===== config.mk =====
export PLATFORM = sky130hd
export DESIGN_NAME = alu_serial_exec_flat
export DESIGN_NICKNAME = d
export VERILOG_FILES = /design/src/rtl/alu_serial_exec_if.sv /design/src/rtl/alu_serial_exec.sv /design/src/flat_wrapper.sv
export SDC_FILE = /design/constraint.sdc
export NUM_CORES = 1
export LEC_CHECK = 0
export CAP_MARGIN = 10
export CORE_ASPECT_RATIO = 1.1
export CORE_MARGIN = 2
export CORE_UTILIZATION = 50
export DETAILED_ROUTE_END_ITERATION = 8
export DONT_BUFFER_PORTS = 1
export GPL_TIMING_DRIVEN = 0
export SLEW_MARGIN = 20
export SYNTH_ARGS = -nofsm -noshare
export SYNTH_HDL_FRONTEND = slang
export SYNTH_SLANG_ARGS = --single-unit
export TNS_END_PERCENT = 100

===== constraint.sdc =====
create_clock -name clk -period 3.13 [get_ports clk]
set_clock_uncertainty 0.15 [all_clocks]
set_input_delay 0 -clock clk [delete_from_list [all_inputs] [get_ports clk]]
set_output_delay 0 -clock clk [all_outputs]
set_load 0.005 [all_outputs]

===== src/rtl/alu_serial_exec_if.sv =====
// Request/response bundle for the digit-serial ALU: operation request in, result/flags out.
interface alu_serial_exec_if #(
  parameter int unsigned WIDTH = 32
);
  logic             in_valid;
  logic             in_ready;
  logic [3:0]       ctrl;
  logic [WIDTH-1:0] op_a;
  logic [WIDTH-1:0] op_b;
  logic             out_valid;
  logic             out_ready;
  logic [WIDTH-1:0] result;
  logic             zero;
  logic             carry;
  logic             illegal;

  modport master (
    output in_valid, ctrl, op_a, op_b, out_ready,
    input  in_ready, out_valid, result, zero, carry, illegal
  );

  modport slave (
    input  in_valid, ctrl, op_a, op_b, out_ready,
    output in_ready, out_valid, result, zero, carry, illegal
  );
endinterface


===== src/rtl/alu_serial_exec.sv =====
// Multi-cycle ALU: ADD/SUB/AND/OR over DIGIT bits per cycle, LSB first,
// returning result, zero, carry and illegal over a valid/ready handshake.
module alu_serial_exec #(
  parameter int unsigned WIDTH = 32,
  parameter int unsigned DIGIT = 8
) (
  input  logic               clk,
  input  logic               rst_n,
  alu_serial_exec_if.slave   bus
);
  localparam int unsigned BEATS = WIDTH / DIGIT;
  localparam int unsigned CW    = (BEATS > 1) ? $clog2(BEATS) : 1;
  localparam int unsigned DW    = DIGIT + 1;

  localparam logic [3:0] CTRL_AND = 4'b0000;
  localparam logic [3:0] CTRL_OR  = 4'b0001;
  localparam logic [3:0] CTRL_ADD = 4'b0010;
  localparam logic [3:0] CTRL_SUB = 4'b0110;

  typedef enum logic [1:0] {IDLE, BUSY, DONE} state_t;

  state_t           state;
  logic [CW-1:0]    cnt;
  logic [3:0]       ctrl_q;
  logic [WIDTH-1:0] a_q;
  logic [WIDTH-1:0] b_q;
  logic [WIDTH-1:0] res_q;
  logic             cy_q;

  logic [DW-1:0]    sum;
  logic [DIGIT-1:0] dig;
  logic [WIDTH-1:0] res_nxt;
  logic             legal;
  logic             arith;

  // One digit of the current operation; partial result enters from the MSB end
  always_comb begin
    sum     = '0;
    dig     = '0;
    res_nxt = '0;
    arith   = (ctrl_q == CTRL_ADD) || (ctrl_q == CTRL_SUB);
    legal   = arith || (ctrl_q == CTRL_AND) || (ctrl_q == CTRL_OR);
    sum     = DW'(a_q[DIGIT-1:0]) + DW'(b_q[DIGIT-1:0]) + DW'(cy_q);
    case (ctrl_q)
      CTRL_AND: dig = a_q[DIGIT-1:0] & b_q[DIGIT-1:0];
      CTRL_OR:  dig = a_q[DIGIT-1:0] | b_q[DIGIT-1:0];
      default:  dig = sum[DIGIT-1:0];
    endcase
    res_nxt = (res_q >> DIGIT) | (WIDTH'(dig) << (WIDTH - DIGIT));
  end

  always_ff @(posedge clk or negedge rst_n) begin
    if (!rst_n) begin
      state         <= IDLE;
      cnt           <= '0;
      ctrl_q        <= '0;
      a_q           <= '0;
      b_q           <= '0;
      res_q         <= '0;
      cy_q          <= 1'b0;
      bus.in_ready  <= 1'b1;
      bus.out_valid <= 1'b0;
      bus.result    <= '0;
      bus.zero      <= 1'b0;
      bus.carry     <= 1'b0;
      bus.illegal   <= 1'b0;
    end else begin
      case (state)
        IDLE: begin
          if (bus.in_valid) begin
            // Subtraction runs as A + ~B + 1 so carry-out means "no borrow"
            ctrl_q       <= bus.ctrl;
            a_q          <= bus.op_a;
            b_q          <= (bus.ctrl == CTRL_SUB) ? ~bus.op_b : bus.op_b;
            cy_q         <= (bus.ctrl == CTRL_SUB);
            res_q        <= '0;
            cnt          <= '0;
            bus.in_ready <= 1'b0;
            state        <= BUSY;
          end
        end
        BUSY: begin
          a_q   <= a_q >> DIGIT;
          b_q   <= b_q >> DIGIT;
          res_q <= res_nxt;
          cy_q  <= sum[DIGIT];
          if (cnt == CW'(BEATS - 1)) begin
            cnt           <= '0;
            state         <= DONE;
            bus.out_valid <= 1'b1;
            bus.illegal   <= ~legal;
            bus.result    <= legal ? res_nxt : '0;
            bus.zero      <= legal ? (res_nxt == '0) : 1'b1;
            bus.carry     <= arith & sum[DIGIT];
          end else begin
            cnt <= cnt + CW'(1);
          end
        end
        DONE: begin
          if (bus.out_ready) begin
            bus.out_valid <= 1'b0;
            bus.in_ready  <= 1'b1;
            state         <= IDLE;
          end
        end
        default: begin
          state         <= IDLE;
          bus.in_ready  <= 1'b1;
          bus.out_valid <= 1'b0;
        end
      endcase
    end
  end
endmodule


===== src/flat_wrapper.sv =====
// flat-port wrapper written by rule: the top's interface ports become plain ports
module alu_serial_exec_flat 
#(
  parameter int unsigned WIDTH = 32,
  parameter int unsigned DIGIT = 8
)
  (clk, rst_n, bus_in_valid, bus_ctrl, bus_op_a, bus_op_b, bus_out_ready, bus_in_ready, bus_out_valid, bus_result, bus_zero, bus_carry, bus_illegal);
  alu_serial_exec_if #(.WIDTH(WIDTH)) bus_i ();
  input  logic clk;
  input  logic rst_n;
  input wire logic [$bits(bus_i.in_valid)-1:0] bus_in_valid;
  input wire logic [$bits(bus_i.ctrl)-1:0] bus_ctrl;
  input wire logic [$bits(bus_i.op_a)-1:0] bus_op_a;
  input wire logic [$bits(bus_i.op_b)-1:0] bus_op_b;
  input wire logic [$bits(bus_i.out_ready)-1:0] bus_out_ready;
  output wire logic [$bits(bus_i.in_ready)-1:0] bus_in_ready;
  output wire logic [$bits(bus_i.out_valid)-1:0] bus_out_valid;
  output wire logic [$bits(bus_i.result)-1:0] bus_result;
  output wire logic [$bits(bus_i.zero)-1:0] bus_zero;
  output wire logic [$bits(bus_i.carry)-1:0] bus_carry;
  output wire logic [$bits(bus_i.illegal)-1:0] bus_illegal;
  assign bus_i.in_valid = bus_in_valid;
  assign bus_i.ctrl = bus_ctrl;
  assign bus_i.op_a = bus_op_a;
  assign bus_i.op_b = bus_op_b;
  assign bus_i.out_ready = bus_out_ready;
  assign bus_in_ready = bus_i.in_ready;
  assign bus_out_valid = bus_i.out_valid;
  assign bus_result = bus_i.result;
  assign bus_zero = bus_i.zero;
  assign bus_carry = bus_i.carry;
  assign bus_illegal = bus_i.illegal;
  alu_serial_exec #(.WIDTH(WIDTH), .DIGIT(DIGIT)) u_core (.clk(clk), .rst_n(rst_n), .bus(bus_i));
endmodule

# After elaboration in Yosys (flattened, before gate mapping)

Index checks and enable logic that the tools add are counted.
Widths: inputs -> output; s select.

Register bits: 142
Output and inout bits: 37

$add $sub $neg: 3
Eq/ne operators: 10
Multiplexer cells: 25
Bitwise logic cells: 8
Reductions and logical operators: 13

Operators by type and width:

| operator           | number |
|---|---|
| $pmux 32 s2        | 3 |
| $mux 32            | 5 |
| $logic_not 32->1   | 1 |
| $not 32->32        | 1 |
| $or 24x32->32      | 1 |
| $pmux 8 s2         | 1 |
| $mux 2             | 5 |
| $add 8x8->9        | 1 |
| $add 9x1->9        | 1 |
| $reduce_and 3->1   | 3 |
| $and 8x8->8        | 1 |
| $eq 4x3->1 const B | 2 |
| $or 8x8->8         | 1 |
| $mux 1             | 6 |
| $pmux 1 s3         | 2 |
| $pmux 2 s3         | 1 |
| $reduce_and 2->1   | 3 |
| $eq 2x2->1 const B | 2 |
| $eq 4x1->1 const B | 1 |
| $eq 4x2->1 const B | 1 |
| $logic_not 4->1    | 1 |
| $ne 2x2->1 const B | 2 |
| $pmux 2 s2         | 1 |
| $logic_or 1x1->1   | 3 |
| other kinds (8)    | 10 |

# Longest topological paths before layout

Gate-level depths: netlist of run 1.

Depth after elaboration: 6
Mapped depth: 9

# Least setup slack after synthesis of run 1

No wires, ideal clock.

Path kind: register to register
Start: reg u_core.b_q[0]
End: reg u_core.bus.zero
Library setup time: 0.103 ns
Arrival: 2.252 ns
Required time: 2.877 ns
Path slack: 0.625 ns
Stages on the path, launching flop included: 10
Path buffers: 0
Clock period less this slack: 2.505 ns
Cells stage by stage: dfrtp_1 > inv_1 > fa_1 > fa_1 > nand2b_1 > a21oi_1 > nand3_1 > nand4_1 > o21ai_1 > o41ai_2

Longest elaborated chain between the ends: 6
Elaborated cells between the ends (all ways): 8

Ends and longest elaborated chain:

| what                     | RTL line                 | RTL |
|---|---|---|
| start: declaration       | alu_serial_exec.sv:26    | `logic [WIDTH-1:0] b_q;` |
| start signal: assignment | alu_serial_exec.sv:74    | `b_q <= (bus.ctrl == CTRL_SUB) ? ~bus.op_b : bus.op_b;` |
| start signal: assignment | alu_serial_exec.sv:84    | `b_q <= b_q >> DIGIT;` |
| $add 8x8->9              | alu_serial_exec.sv:43    | `sum = DW'(a_q[DIGIT-1:0]) + DW'(b_q[DIGIT-1:0]) + DW'(cy_q);` |
| $add 9x1->9              | alu_serial_exec.sv:43    |  |
| $pmux 8 s2 *             | alu_serial_exec.sv:44    | `case (ctrl_q)` |
| $or 24x32->32 *          | alu_serial_exec.sv:49    | `res_nxt = (res_q >> DIGIT) \| (WIDTH'(dig) << (WIDTH - DIGIT));` |
| $logic_not 32->1 *       | alu_serial_exec.sv:93    | `bus.zero <= legal ? (res_nxt == '0) : 1'b1;` |
| $mux 1 *                 | alu_serial_exec.sv:93    |  |
| end signal: assignment   | alu_serial_exec.sv:93    |  |
| end: declaration         | alu_serial_exec_if.sv:24 | `output in_ready, out_valid, result, zero, carry, illegal` |

Every way passes the cells marked *; elsewhere a longest branch is shown, timed or not.
A chain may end at the register's enable or synchronous reset.

# Worst setup path in the final report of run 1

Same ends and word-level chain as after synthesis.

==> summary by stage, run 1 <==
Run status
The flow ran to the end, but the final reports show violations. The checks that failed: negative hold slack.

Clock tree
The clock tree from TritonCTS is done. The clock transition at the registers of the reported paths is 50 ps. The H-tree depth reported by CTS is 4. The cts-stage hold buffer count is 76.

The later pin in the worst-skew pair is clocked with a latency of 410 ps. The clock buffer count from CTS is 17. The maximum root-to-sink buffer count is 2. The count of clock tree sinks is 134. The CTS root buffer is clkbuf_16.

Placed design
The cell count after placement is 766. The number of port buffers is 0. The placer congestion estimate is 0.8306. The post-place setup slack is 300.7 ps. Detailed placement finished with a half-perimeter wire length of 11.32 mm.

STA
The setup total negative slack is 0 ps. The smallest hold slack is -866.4 ps. The final hold violation count is 134. The ratio of final minimum period to clock period is 91.11%. Setup slack on the critical path of the routed design comes to 278.3 ps. Setup repair after global routing left no endpoint under its margin.

The time the worst path needs with I/O delays and setup is 2852 ps. The total setup violations reported at the end of the flow is 0. For the pin with the worst max-slew slack, the measured transition is 680.6 ps. The number of max-slew violations in the final report came to 0.

The maximum achievable frequency is 0.3507 GHz. In this run the tightest slew margin relative to its limit is 54.63%.

Synthesis
For this run, the leading register cell type out of synthesis is dfrtp_1. The post-synthesis share of cell area spent on full adders, half adders and majority gates is 3.962%. The number of standard cells after synthesis is 609. The summed instance area of the synthesized netlist is 6380 µm².

The per-instance average area after synthesis is 10.48 µm². The post-synthesis share of cell area spent on and, or, nand and nor gates is 10.10%. Synthesis inferred 134 register bits. By area, the combinational part of the netlist is dominated by compound AO/OA/AOI/OAI gates.

The proportion of synthesized chip area in sequential cells is 52.58%. The yosys synthesis warning count is 0. In this run, synthesis inferred 0 flip-flops with an integrated enable. Summing the areas of all compound-gate instances in the mapped netlist gives 24.14% of the synthesized area. The fraction of synthesized area in multiplexers is 0.4903%. Of all flip-flops after synthesis, the portion carrying an async set or reset was 100.0%.

Summing the areas of all xor and xnor instances in the mapped netlist gives 4.393% of the synthesized area. The number of distinct standard cells referenced by the synthesized netlist is 48. Synthesis produced a netlist with a net count of 700.

Cells and area
The layout overhead on the synthesized area is 23.46%. The final layout contains 795 nets. The library cell used most frequently in the layout, excluding fill and tap cells, is dfrtp_1.

The end-of-flow core utilization is 62.83%. The number of antenna diodes in the final layout is 0. Leaving out fill and tap cells, the most frequent cells in the layout are dfrtp_1, o21ai_0, dlygate4sd3_1. The number of fillers in the final layout is 1041. The post-route netlist has 6.031% of its cells at a drive strength greater than 1. The post-route non-filler standard cell count is 870.

Global route
Entering global routing, the biggest net connects 135 pins. The number of antenna violations at the first check in global routing is 0. The global-route wire length before repair is 26.40 mm. The number of global-route vias before repair is 5023.

After global routing the overflow that remains totals 0. Global routing consumed, over all layers together, 24.97% of the routing resources.

Detailed routing
The routed design has 16.71 mm of wire. The first routing iteration left 365 violations. In the routed design, unresolved DRC markers number 0. The number of nets with antenna violations after detailed routing is 0.

The total via count after detailed routing is 5072. Dividing the detail-routed via count by the number of cells gives 5.830. The routed length per instance is 19.20 µm. The number of iterations in the first detailed-routing pass is 5.

Setup path
The maximum net fanout on the critical path is 4. The data arrival time of the critical path is 3010 ps. The critical path launch point type is a flop. The kind of critical path is reg -> reg. The worst setup path is captured at a flop. For the worst setup path, the data required time is 3290 ps.

Min path
The path class of the lowest-slack min-delay path is in -> async.

Power
The worst vdd rail ir drop is 0.0005519 V. The power per cell area is 977.8 nW/µm². The design draws 0.007702 W. The leakage power summed over all cells is 3.412 nW.

Die
109 I/O pins were placed. In this run the core area contains 43 standard-cell rows. The die height is 122.5 µm. For this configuration, the core starts out at a cell density of 50.89%. In this run the standard cell core region covers 12540 µm². The die is 111.7 µm wide.

The floorplan die area is 13680 µm².

Flow run
The reported max-cap violation count is 0.
==> timing repair <==
item / CTS / global route
endpoints found under the setup margin: 0 / 0
gates resized for setup: 0 / 0
hold endpoints to repair: 205 / 134
setup buffers: 0 / 0
==> registers in the layout, indices dropped and copies added, names as in the netlist, 2 cells and up <==
register           count
u_core.a_q            32
u_core.b_q            32
u_core.bus.result     32
u_core.res_q          24
u_core.ctrl_q          4
u_core.cnt             2
u_core.state           2
==> cell usage after synthesis, types with 17 or more instances <==
cell type | number | area, µm²
dfrtp_1 | 133 | 3328
nor2b_1 | 20 | 125.1
xnor2_1 | 32 | 280.3
nor2_1 | 19 | 71.32
o21ai_0 | 76 | 380.4
a22oi_1 | 41 | 307.8
ha_1 | 17 | 212.7
a22o_1 | 57 | 499.2
nand2_1 | 46 | 172.7
a21oi_1 | 39 | 195.2
clkbuf_1 | 28 | 105.1
inv_1 | 21 | 78.83
==> layout make-up <==
class                           instances  area [µm²]  area share [%]
Sequential cell                       134        3354           42.59
Multi-Input combinational cell        409        2749           34.90
Timing Repair Buffer                   76       760.7           9.658
Clock buffer                           24       491.7           6.243
Buffer                                 45       197.7           2.510
Tap cell                              157       196.4           2.494
Inverter                               21       78.83           1.001
Clock inverter                          4       47.55          0.6037
==> per-stage QoR <==
stage | area (µm²) | hold WS, ps
6_report | 7876 | -866.4
2_1_floorplan | 6380 | -445.6
4_1_cts | 7876 | -883.2
3_3_place_gp | 6576 | -442.6
5_1_grt | 7876 | -888.8
3_5_place_dp | 6576 | -442.9
==> cell families after synthesis <==
group / Yosys count
AO/OA/AOI/OAI: 232
flip-flops: 134
AND/OR/NAND/NOR: 123
buffers and inverters: 66
XOR/XNOR: 32
adder cells (fa/ha/maj): 19
multiplexers: 3
==> power by group <==
part	switching [W]	internal [W]
logic	0.00165	0.00119
clock network	0.000685	0.00116
registers	0.000605	0.00241
total	0.00294	0.00476
==> path summary, 6_finish.rpt <==
check | cells past startpoint | from | slack, ps | to
min reg2reg | 2 | u_core.b_q[26] | 340 | u_core.b_q[26]
min in group clk | 4 | bus_in_valid | 30 | u_core.a_q[14]
max in group asynchronous | 0 | rst_n | 3450 | u_core.bus.in_ready
max reg2reg | 9 | u_core.b_q[0] | 280 | u_core.bus.zero
min | 0 | rst_n | -870 | u_core.bus.result[6]
max | 9 | u_core.b_q[0] | 280 | u_core.bus.zero
==> metal layers <==
metal | vias to the layer above | share of wire (%) | GRT usage [%]
li1 | 2392 | - | -
met1 | 2503 | 44 | 31.64
met2 | 146 | 49 | 41.67
met3 | 31 | 4.0 | 5.333
met4 | 0 | 2.9 | 10.88
met5 | - | 0 | 0
==> worst max-delay path, stage by stage, from the launching register on <==
cell and delay [ps]:
dfrtp_1 380, inv_1 90, fa_1 440, fa_1 480
nand2b_1 180, a21oi_1 270, a211oi_1 90, a21oi_1 300
nand4_1 170, o41ai_2 210
Power figures use the tool's default switching activity.
==> run 2: changes to the inputs <==
--- a/config.mk
+++ b/config.mk
@@ -12,6 +12,7 @@
 export DETAILED_ROUTE_END_ITERATION = 8
 export DONT_BUFFER_PORTS = 1
 export GPL_TIMING_DRIVEN = 0
+export REMOVE_ABC_BUFFERS = 1
 export SLEW_MARGIN = 20
 export SYNTH_ARGS = -nofsm -noshare
 export SYNTH_HDL_FRONTEND = slang
==> summary by stage, run 2 (same netlist as run 1, synthesis figures left out) <==
Cells and area
The post-route non-filler standard cell count is 848 (-2.5%). The fraction of final layout cells sized beyond drive strength 1 is 6.657% (+0.63 points). The end-of-flow core utilization is 63.81% (+0.98 points). The top cell types in the final layout, fill and taps aside, are dfrtp_1, dlygate4sd3_1, o21ai_0. Leaving out fill and tap cells, the most frequent cell in the layout is dfrtp_1.

The layout overhead on the synthesized area is 25.38%. In the final layout, the registers with the most flip-flops are u_core.a_q: 32 flops, u_core.b_q: 32 flops, u_core.bus.result: 32 flops. The number of nets in the layout came to 771 (-3.0%). The number of diodes added for antenna fixing was 0 (unchanged).

STA
The total setup violations reported at the end of the flow came to 0 (unchanged). The number of max-slew violations in the final report is 0 (unchanged). The ratio of final minimum period to clock period is 93.63% (+2.5 points). The worst slew margin relative to its limit is 22.68% (-32 points). The maximum achievable frequency was 0.3412 GHz (-2.7%). The final hold violation count is 134 (unchanged). Setup repair after global routing left no endpoint under its margin. The time the worst path needs with I/O delays and setup is 2931 ps (+79.09 ps). The setup total negative slack is 0 ps (unchanged).

The smallest hold slack came to -868.7 ps (-2.330 ps). The actual slew at the worst max-slew pin is 1160 ps (+479.2 ps). The worst-case setup margin in the final layout is 199.2 ps (-79.09 ps).

Setup path
The setup slack of the worst register-to-register path is 200 ps (-80 ps). The number of buffers and inverters on the critical path was 0 (-1). On the critical path, the stage with the largest delay is an instance of dfrtp_1.

The critical path's largest stage delay is 810 ps (+330 ps). The data arrival time of the critical path is 3130 ps (+120 ps). The startpoint of the worst-slack reg-to-reg timing path is u_core.state[1]. The number of gates on the worst path with buffers counted came to 4 (-5).

The source of the critical timing path is u_core.state[1]. The signal on the critical path passes through and2b_4 > nand2_2 > a21oi_4 > a22o_1. The nature of the critical path endpoint is a flop. The maximum net fanout on the critical path is 36 (+32). The critical path launch point type is a flop. The critical path ends at u_core.bus.result[7]. The required time at the endpoint of the critical path is 3330 ps (+40 ps). The cell depth of the worst flop-to-flop path came to 4 (-5). The setup path with the least slack is of type reg -> reg. The cell family contributing the most delay on the critical path is simple AND/OR/NAND/NOR gates. The worst register-to-register path ends at u_core.bus.result[7].

Clock tree
The clock latency of the later-clocked register in the worst-skew pair came to 420 ps (about the same). The clock tree from TritonCTS is done. The H-tree depth reported by CTS was 4 (unchanged). Clock tree synthesis selected as its root buffer the cell clkbuf_16. The clock buffer count from CTS is 17 (unchanged). The clock transition at the registers of the reported paths was 50 ps (about the same).

The cts-stage hold buffer count was 87 (+14%). The maximum root-to-sink buffer count is 2 (unchanged). The count of clock tree sinks came to 134 (unchanged).

Detailed routing
The post-detailed-routing wire length came to 15.29 mm (-8.5%). The residual DRC count came to 0 (unchanged). The number of violations reported at the end of detailed-routing iteration 0 is 347 (-4.9%). The number of nets with antenna violations after detailed routing was 0 (unchanged). The number of iterations in the first detailed-routing pass came to 6 (+1). The total via count after detailed routing was 4989 (-1.6%). The routed length per instance is 18.03 µm (-6.1%). The ratio of routed vias to standard cells was 5.883 (+0.92%).

Die
The number of placed I/O pins is 109 (unchanged). The initial cell density of the core is 50.89% (unchanged). The floorplan die area is 13680 µm² (unchanged). The die height is 122.5 µm (unchanged).

The die boundary width came to 111.7 µm (unchanged). The area inside the core boundary is 12540 µm² (unchanged). The count of standard-cell rows is 43 (unchanged).

Run status
The run finished, with violations left. The checks that failed: negative hold slack.

Global route
The pin count of the biggest net entering global routing came to 135 (unchanged). The number of global-route vias before repair is 4950 (-1.5%). The global route total overflow was 0 (unchanged). The overall routing resource usage is 23.32% (-1.6 points).

The number of antenna violations at the first check in global routing came to 0 (unchanged). The global-route wire length before repair is 25.34 mm (-4.0%).

Power
The leakage power summed over all cells was 3.435 nW (+0.68%). The power per cell area is 962.8 nW/µm² (-1.5%). The worst vdd rail ir drop was 0.0005129 V (-7.1%).

Placed design
The cell count after placement came to 728 (-5.0%). The number of port buffers is 0 (unchanged). The placer congestion estimate came to 0.8306 (unchanged). The post-place setup slack is -158.3 ps (-459.0 ps). The placed wire-length estimate after detailed placement is 9.177 mm (-19%).

Flow run
The reported max-cap violation count is 0 (unchanged).

Min path
The worst hold path belongs to the class in -> async.
-- run 2: how the worst min path moves through the flow --
stage / slack [ps] / startpoint / end / cells after the start
2_1_floorplan: -450 / rst_n / u_core.a_q[0] / 0
3_3_place_gp: -440 / rst_n / u_core.bus.result[0] / 0
3_5_place_dp: -440 / rst_n / u_core.bus.result[0] / 0
4_1_cts: -890 / rst_n / u_core.bus.result[0] / 0
5_1_grt: -890 / rst_n / u_core.bus.result[28] / 0
6_report: -870 / rst_n / u_core.bus.result[0] / 0
-- run 2: repair_timing --
| item | in CTS | in global routing |
|---|---|---|
| setup endpoints to repair | 29 | 14 |
| resized for setup | 1 | 0 |
| cloned | 1 | 1 |
| setup buffers | 1 | 0 |
| hold endpoints to repair | 219 | 134 |
-- run 2: cell type report --
| cell class | instances | area [µm²] |
|---|---|---|
| fill | 1009 | 4537 |
| sequential | 134 | 3356 |
| multi-input combinational | 411 | 2820 |
| timing repair buffer | 95 | 1007 |
| clock buffer | 25 | 465.4 |
| tap | 157 | 196.4 |
| inverter | 21 | 78.83 |
| clock inverter | 5 | 75.07 |
-- run 2: layer usage --
layer  vias to the layer above  part of all wire (%)  track usage [%]
met3                        24                   4.0            5.580
met5                         -                     0                0
met2                       138                    50            39.32
met1                      2468                    44            29.28
li1                       2359                     -                -
met4                         0                   2.1            9.105
-- run 2: power by group --
group / total, W / internal (W) / switching [W]
Sequential: 0.00311 / 0.00241 / 0.000697
Combinational: 0.00273 / 0.00127 / 0.00147
Clock: 0.00186 / 0.00118 / 0.000680
-- run 2: metrics by stage --
stage | power, W | instance area (µm²)
2_1_floorplan | 0.004771 | 6182
3_3_place_gp | 0.005424 | 6379
6_report | 0.007702 | 7999
5_1_grt | 0.008253 | 7999
3_5_place_dp | 0.005657 | 6544
4_1_cts | 0.007730 | 7991
==> run 3: changes to the inputs <==
--- a/config.mk
+++ b/config.mk
@@ -7,11 +7,12 @@
 export LEC_CHECK = 0
 export CAP_MARGIN = 10
 export CORE_ASPECT_RATIO = 1.1
-export CORE_MARGIN = 2
-export CORE_UTILIZATION = 50
+export CORE_MARGIN = 8
+export CORE_UTILIZATION = 60
 export DETAILED_ROUTE_END_ITERATION = 8
 export DONT_BUFFER_PORTS = 1
 export GPL_TIMING_DRIVEN = 0
+export PLACE_DENSITY = 0.76
 export REMOVE_ABC_BUFFERS = 1
 export SLEW_MARGIN = 20
 export SYNTH_ARGS = -nofsm -noshare
==> summary by stage, run 3 (same netlist as run 1, synthesis figures left out) <==
Setup path
The most frequent cell on the critical path is fa_1. The maximum net fanout on the critical path is 4 (-89%). The data arrival time of the critical path is 3090 ps (-40 ps). The kind of critical path is reg -> reg.

The cell depth of the worst flop-to-flop path is 9 (+5). The critical path goes through inv_1 > fa_1 > fa_1 > nand2b_1 > a21oi_2 > a211oi_1 > a21oi_1 > nand4_1 > o41ai_2. Among cell families on the critical path, the largest total delay comes from adder cells. The number of buffers and inverters on the critical path is 1 (+1). The endpoint identified for the worst register-to-register timing path is u_core.bus.zero.

The critical path's largest stage delay was 470 ps (-340 ps). The largest individual stage delay along the critical path comes from the cell fa_1. The required time at the endpoint of the critical path came to 3290 ps (-40 ps). STA classifies the critical path startpoint as a flop.

The startpoint of the worst-slack reg-to-reg timing path is u_core.a_q[0]. The nature of the critical path endpoint is a flop. The setup slack of the worst register-to-register path is 200 ps (about the same).

Clock tree
The clock transition at the registers of the reported paths is 60 ps (about the same). The cts-stage hold buffer count came to 87 (unchanged). The maximum root-to-sink buffer count was 2 (unchanged). The count of clock tree sinks is 134 (unchanged). The clock buffer count from CTS is 17 (unchanged). The clock latency of the later-clocked register in the worst-skew pair is 410 ps (about the same). The CTS root buffer is clkbuf_16.

The clock tree from TritonCTS is done. The H-tree depth reported by CTS is 4 (unchanged).

Cells and area
The number of fillers in the final layout is 618 (-39%). The area of all placed cells without fillers is 8079 µm² (+1.0%). The fraction of final layout cells sized beyond drive strength 1 came to 7.959% (+1.3 points). The end-of-flow core utilization is 77.73% (+14 points).

Relative to the synthesized area, the layout overhead comes to 26.63%. The multi-input logic area is 2816 µm² (-0.13%). The post-route non-filler standard cell count is 834 (-1.7%).

The largest registers in the layout are u_core.a_q: 32 flops, u_core.b_q: 32 flops, u_core.bus.result: 32 flops. The number of diodes added for antenna fixing is 0 (unchanged). The number of nets in the layout was 769 (-0.26%). The library cells used most frequently in the layout, excluding fill and tap cells, are dfrtp_1, dlygate4sd3_1, o21ai_0.

The library cell used most frequently in the layout, excluding fill and tap cells, is dfrtp_1. The flip-flop and latch area is 3359 µm² (+0.11%).

STA
The number of max-slew violations in the final report is 0 (unchanged). The time the worst path needs with I/O delays and setup came to 2927 ps (-3.983 ps). The final hold violation count is 134 (unchanged). The maximum achievable frequency was 0.3417 GHz (+0.14%).

The actual slew at the worst max-slew pin is 942.3 ps (-217.5 ps). The smallest hold slack was -870.0 ps (-1.264 ps). The setup total negative slack was 0 ps (unchanged). The ratio of final minimum period to clock period is 93.51% (-0.13 points). The worst slew margin relative to its limit is 37.05% (+14 points). The total setup violations reported at the end of the flow is 0 (unchanged).

Die
The die height is 124.2 µm (+1.4%). The count of standard-cell rows came to 39 (-9.3%). The area inside the core boundary is 10390 µm² (-17%). The initial cell density of the core is 61.38% (+10 points). The floorplan die area is 14190 µm² (+3.7%). The die boundary width is 114.3 µm (+2.3%). The number of placed I/O pins came to 109 (unchanged).

Placed design
The post-place instance area is 6502 µm² (-0.63%). The placer congestion estimate was 0.8335 (+0.35%). The cell count after placement was 713 (-2.1%). The placed wire-length estimate after detailed placement is 9.591 mm (+4.5%). The number of port buffers is 0 (unchanged).

Detailed routing
The number of violations reported at the end of detailed-routing iteration 0 is 567 (+63%). The total via count after detailed routing is 5259 (+5.4%). The post-detailed-routing wire length is 16.99 mm (+11%). The residual DRC count is 0 (unchanged). The number of nets with antenna violations after detailed routing came to 0 (unchanged). The ratio of routed vias to standard cells is 6.306 (+7.2%).

The routed length per instance is 20.37 µm (+13%). The number of iterations in the first detailed-routing pass is 8 (+2).

Global route
The pin count of the biggest net entering global routing was 135 (unchanged). The number of antenna violations at the first check in global routing is 0 (unchanged). The global-route wire length before repair came to 27.64 mm (+9.1%).

The number of global-route vias before repair is 5467 (+10%). The global route total overflow came to 0 (unchanged). The overall routing resource usage is 24.80% (+1.5 points).

Run status
The final reports fail on negative hold slack. The run finished, with violations left.

Min path
The path class of the lowest-slack min-delay path is in -> async.

Power
The leakage power summed over all cells was 3.467 nW (+0.94%). The worst vdd rail ir drop is 0.0005237 V (+2.1%). The power per cell area is 1007 nW/µm² (+4.6%).

Flow run
The reported max-cap violation count is 0 (unchanged).
## run 3: cell types whose count changed in the layout (fill, tap and decap cells not counted), moves of 2 or more
cell | previous run | this run
bufinv_16 | 2 | 5
clkbuf_1 | 7 | 1
clkinv_4 | 0 | 2
clkinvlp_4 | 0 | 3
## run 3: how the worst max path moves through the flow
stage                     from                     to  slack, ps  depth (start not counted)
2_1_floorplan      bus_ctrl[3]            u_core.cy_q      -2050                          5
3_3_place_gp   u_core.state[0]  u_core.bus.result[17]      -3350                          4
3_5_place_dp   u_core.state[0]  u_core.bus.result[16]       -610                          5
4_1_cts        u_core.state[0]  u_core.bus.result[19]         80                          5
5_1_grt          u_core.a_q[0]        u_core.bus.zero        -60                          9
6_report         u_core.a_q[0]        u_core.bus.zero        200                          9
## run 3: layout make-up
| type | instances | area share [%] |
|---|---|---|
| sequential | 134 | 41.58 |
| multi-input combinational | 410 | 34.86 |
| timing repair buffer | 94 | 12.23 |
| clock buffer | 20 | 5.653 |
| clock inverter | 12 | 2.478 |
| tap | 143 | 2.215 |
| inverter | 21 | 0.9757 |
## run 3: through the flow
stage | setup slack [ps] | total power [W]
floorplan | -2049 | 0.004771
detailed placement | -609.1 | 0.005624
global placement | -3351 | 0.005374
finish | 203.2 | 0.008137
global route | -58.21 | 0.008609
CTS | 83.53 | 0.008014
## run 3: routing by layer
layer / vias up / track usage [%] / wire [µm]
met5: - / 0 / 0
met4: 0 / 12.99 / 577
met3: 52 / 6.450 / 1274
met2: 268 / 42.69 / 8721
met1: 2599 / 28.10 / 6418
li1: 2340 / - / -
## run 3: timing repair
item / in CTS / in global routing
hold endpoints to repair: 216 / 134
gates cloned: 1 / 0
gates resized for setup: 5 / 2
endpoints found under the setup margin: 36 / 30
setup buffers: 0 / 1
## run 3: where the power goes
group	total, W	internal, W	switching (W)
clock network	0.00219	0.00145	0.000738
registers	0.00315	0.00242	0.000733
logic	0.00279	0.00125	0.00154
